## config.mk

```make
export PLATFORM = sky130hd
export DESIGN_NAME = neuron_mac_sekvencer
export DESIGN_NICKNAME = d
export VERILOG_FILES = /design/src/rtl/neuron_mac_sekvencer.sv
export SDC_FILE = /design/constraint.sdc
export NUM_CORES = 2
export LEC_CHECK = 0
export CAP_MARGIN = 0
export CORE_MARGIN = 10
export CORE_UTILIZATION = 30
export DETAILED_ROUTE_END_ITERATION = 8
export GPL_ROUTABILITY_DRIVEN = 0
export SYNTH_ARGS = -nofsm -noshare
export SYNTH_HDL_FRONTEND = slang
export SYNTH_SLANG_ARGS = --single-unit
```

## constraint.sdc

```tcl
create_clock -name clk -period 5.1 [get_ports clk]
set_input_delay 1.02 -clock clk [delete_from_list [all_inputs] [get_ports clk]]
set_output_delay 1.02 -clock clk [all_outputs]
set_load 0.05 [all_outputs]
```

## src/rtl/neuron_mac_sekvencer.sv

```systemverilog
// Time-multiplexed MAC sequencer for one ANN neuron: walks N_IN sign-magnitude weights
// through a shared multiplier, folds in the bias and registers the sigmoid LUT result.
module neuron_mac_sekvencer #(
  parameter int unsigned    N_IN     = 60,
  parameter int unsigned    SW       = 16,
  parameter int unsigned    AW       = 22,
  parameter logic [AW-1:0]  BIAS_MAG = 22'h02_6444,
  parameter bit             BIAS_NEG = 1'b0
) (
  input  logic                 clk,
  input  logic                 rst_n,
  input  logic                 start,
  input  logic [N_IN*SW-1:0]   uzorak,
  output logic                 busy,
  output logic                 done,
  output logic [5:0]           w_addr,
  input  logic [SW-1:0]        w_data,
  output logic [SW-1:0]        mul_weight,
  output logic [SW-1:0]        mul_sample,
  input  logic [SW-1:0]        mul_product,
  output logic [AW-1:0]        suma,
  output logic                 predznak,
  input  logic [SW-1:0]        vjerojatnost,
  output logic [SW-1:0]        izlaz
);

  localparam int unsigned DW = AW + 2;

  typedef enum logic [2:0] {IDLE, PRIME, MAC, BIAS, ACT} state_t;

  state_t               state, state_nx;
  logic [N_IN*SW-1:0]   sample_q;
  logic [5:0]           idx;
  logic [AW-1:0]        p_acc, n_acc;
  logic [SW-1:0]        w_hold;
  logic                 last;
  logic signed [DW-1:0] d_sum;
  logic [DW-1:0]        d_abs;

  assign last = (idx == 6'(N_IN - 1));

  always_ff @(posedge clk or negedge rst_n) begin
    if (!rst_n) state <= IDLE;
    else        state <= state_nx;
  end

  always_comb begin
    state_nx = state;
    unique case (state)
      IDLE:    if (start) state_nx = PRIME;
      PRIME:   state_nx = MAC;
      MAC:     if (last) state_nx = BIAS;
      BIAS:    state_nx = ACT;
      ACT:     state_nx = IDLE;
      default: state_nx = IDLE;
    endcase
  end

  // Operands follow the ROM only during MAC; otherwise they replay the last pair used.
  assign mul_weight = (state == MAC) ? w_data : w_hold;
  assign mul_sample = sample_q[SW*idx +: SW];

  always_comb begin
    d_sum = $signed({2'b00, p_acc}) - $signed({2'b00, n_acc});
    if (BIAS_NEG) d_sum = d_sum - $signed({2'b00, BIAS_MAG});
    else          d_sum = d_sum + $signed({2'b00, BIAS_MAG});
    d_abs = d_sum[DW-1] ? DW'(-d_sum) : DW'(d_sum);
  end

  always_ff @(posedge clk or negedge rst_n) begin
    if (!rst_n) begin
      busy     <= 1'b0;
      done     <= 1'b0;
      w_addr   <= '0;
      suma     <= '0;
      predznak <= 1'b0;
      izlaz    <= '0;
      p_acc    <= '0;
      n_acc    <= '0;
      idx      <= '0;
      sample_q <= '0;
      w_hold   <= '0;
    end else begin
      done <= 1'b0;
      unique case (state)
        IDLE: begin
          if (start) begin
            sample_q <= uzorak;
            p_acc    <= '0;
            n_acc    <= '0;
            w_addr   <= '0;
            busy     <= 1'b1;
          end
        end
        PRIME: begin
          w_addr <= 6'd1;
          idx    <= '0;
        end
        MAC: begin
          w_hold <= w_data;
          if (w_data[SW-1]) n_acc <= n_acc + AW'(mul_product);
          else              p_acc <= p_acc + AW'(mul_product);
          w_addr <= idx + 6'd2;
          if (!last) idx <= idx + 6'd1;
        end
        BIAS: begin
          predznak <= d_sum[DW-1];
          suma     <= (|d_abs[DW-1:AW]) ? '1 : d_abs[AW-1:0];
        end
        ACT: begin
          izlaz <= vjerojatnost;
          done  <= 1'b1;
          busy  <= 1'b0;
        end
        default: ;
      endcase
    end
  end

endmodule
```

==> results.sh <==
export IMPL_status="completed"
export IMPL_layout_setup_ws_ns=0.0962
export IMPL_critical_path_slowest_cell="a211oi_1"
export IMPL_cts_tree="yes"
export IMPL_clock_fmax_mhz=200
export IMPL_ant_nets=0
export IMPL_synth_area_sq_um=51400
export IMPL_cp_arrival_ns=3.98
export IMPL_worstMarginPinSlew_ns=1.32
export IMPL_die_h_microns=434
export IMPL_rows=151
export IMPL_rsz0062_at_grt="no"
export IMPL_fin_hold_ws_ns=0.309
export IMPL_met3_usage_pct=4.98
export IMPL_core_area_sq_um=170000
export IMPL_ioPinCount=1090
export IMPL_grt_overflow=0
export IMPL_die_w_microns=434
export IMPL_p_leak_uw=0.0327
export IMPL_grt_max_degree=136
export IMPL_async_reset_ff_share_pct=100
export IMPL_fin_crit_ns=5.00
export IMPL_setup_violations=0
export IMPL_cap_violations=0
export IMPL_path_max_fanout=35
export IMPL_synth_warnings=0
export IMPL_synth_most_common_cell="nand2_1"
export IMPL_antenna_found_initial=86
export IMPL_synth_commonest_cells="nand2_1 (3029), dfrtp_1 (1076), clkbuf_1 (295)"
export IMPL_clkSinkCount=1076
export IMPL_wl_per_cell_microns=25.7
export IMPL_path_buf_inv=3
export IMPL_ys_ff_latch=1076
export IMPL_synth_edf_count=0
export IMPL_drtIter0Drc=4442
export IMPL_wl_microns=229000
export IMPL_track_usage_pct=23.4
export IMPL_numCtsBuffers=120
export IMPL_irDropWorstVdd_uv=633
export IMPL_synthTopCellsByArea="dfrtp_1 (52%), nand2_1 (22%), mux4_2 (10%)"
export IMPL_worstHoldPathType="in -> async"
export IMPL_dieArea_sq_um=188000
export IMPL_initial_core_util_pct=30.3
export IMPL_cts_max_level=3
export IMPL_drc_errors=0
export IMPL_avgSynthCellArea_sq_um=9.26
export IMPL_yosysTopAreaCell="dfrtp_1"
export IMPL_syn_inst=5557
export IMPL_final_nets=7605
export IMPL_vias_per_cell=5.01
export IMPL_grt_pass1_vias=45300
export IMPL_synth_ff_type="dfrtp_1"
export IMPL_endpoint_kind="output pin"
export IMPL_clk_pin_slew_worst_paths_ns=0.07
export IMPL_num_vias=44700
export IMPL_start_kind="flop"
export IMPL_area_growth_syn_to_layout_pct=34.9
export IMPL_finalHoldViolCount=0
export IMPL_use_met1_pct=29.4
export IMPL_synth_distinct_cells=76
export IMPL_crit_path_frequent_cell="buf_12"
export IMPL_period_share_pct=98.1
export IMPL_cts_setup_buffers=0
export IMPL_dp_hpwl_microns=179000
export IMPL_ys_seq_area_share_pct=52.3
export IMPL_grtUsageMet2_pct=38.3
export IMPL_slew_viol_final=0
export IMPL_clk_path_buf_depth=3
export IMPL_required_ns=4.08
export IMPL_clockRootBuffer="clkbuf_16"
export IMPL_path_class="reg -> out"
export IMPL_drt_pre_antenna_iters=6
export IMPL_grt_pass1_wl_microns=323000
export IMPL_crit_chain="buf_12 -> buf_12 -> mux4_2 -> a211oi_1 -> o21ai_0 -> nand2_2 -> o21ai_0 -> buf_12"
export IMPL_path_delay_family="compound AO/OA/AOI/OAI gates"
export IMPL_slew_headroom_pct=11.0
export IMPL_yosys_area_top_type_share_pct=52.3
export IMPL_final_layout_size_suffix_gt1_share_pct=9.02
export IMPL_synthesis_nets=6630
export IMPL_clkLatencyLatePin_ns=0.75
export IMPL_p_per_area_nw_per_um2=721
export IMPL_finalClockSkew_ns=0.0596
export IMPL_cts_hold_buf=0
export IMPL_gr_max_usage_layer="met2"
export IMPL_pre_cts_ws_ns=0.467
export IMPL_portBuffers=1089
export IMPL_cpPeakStageDelay_ns=0.62
cell type report:
| type | instances | area [sq um] |
|---|---|---|
| fill | 16800 | 100000 |
| clock inverter | 45 | 623 |
| inverter | 49 | 184 |
| timing repair buffer | 1188 | 12100 |
| antenna | 59 | 148 |
| sequential | 1076 | 26900 |
| tap | 2218 | 2780 |
| clock buffer | 176 | 3450 |
| multi-input combinational | 4097 | 23100 |
final timing paths:
check / from / end / slack (ns) / depth (start not counted)
hold / removal: rst_n / sample_q[902] / 0.31 / 1
setup / recovery: idx[0] / mul_sample[15] / 0.1 / 8
max in group asynchronous: rst_n / sample_q[142] / 3.33 / 2
min in group clk: sample_q[600] / sample_q[600] / 0.47 / 2
hold reg to reg: sample_q[600] / sample_q[600] / 0.47 / 2
setup reg to reg: p_acc[0] / suma[21] / 0.43 / 17
metrics by stage:
step	total power [uW]	cell area [sq um]	instances	TNS [ns]	utilization [%]
after floorplan	31500	51400	5557	0	-
after global placement	40700	65100	8628	0	38.3
after detailed placement	41100	65100	8628	0	38.3
after CTS	50300	69200	8849	-0.00296	40.8
after global routing	53200	69400	8899	0	40.8
final	50000	69400	8908	0	40.8
sequential cells by signal (all words and copies together), names as in the netlist:
register / cells
busy: 1
sample_q: 960
predznak: 1
state: 3
n_acc: 22
p_acc: 22
idx: 6
suma: 22
done: 1
izlaz: 16
w_addr: 6
w_hold: 16
cells in the final DEF, fill, tap and decap left out, drive strengths merged, types with 10 or more instances in the layout:
master,count
nor3,26
buf,117
o22a,23
clkbuf,176
mux2i,108
inv,55
clkdlybuf4s50,1071
xor2,33
diode,59
o221ai,10
a211oi,21
o211ai,14
mux2,21
dfrtp,1076
o21bai,11
xnor2,59
nand3,27
mux4,237
o21ai,95
ha,59
a22o,13
nor2,66
a21o,20
clkinv,27
nand2,3029
a21oi,67
o22ai,33
layer usage:
layer  share of wire [%]  up-vias
met5               0.064        -
met4                 5.3       22
met3                 7.0      395
met2                  48     1683
met1                  39    22400
li1                    -    20100
logic make-up (layout without fill, tap and decap cells):
logic type,Yosys count,after routing,synth area share [%]
AOI/OAI and AO/OA,366,366,4.82
xor gates and xnor gates,92,92,1.58
adders and majority gates,62,62,1.55
buffers and inverters,384,1458,2.83
DFF,1076,1076,52.3
muxes,366,366,12.9
other,0,59,0
and+or+nand+nor,3211,3211,23.9
power breakdown:
part | leakage, uW | switching, uW | internal (uW)
Sequential | 0.0133 | 2730 | 12600
Clock | 0.00199 | 3840 | 5180
Combinational | 0.0174 | 15300 | 10400
what timing repair did:
item,in CTS,in global routing
setup endpoints to repair,5,4
resized for setup,4,4
cloned,0,0
Power figures use the tool's default switching activity.
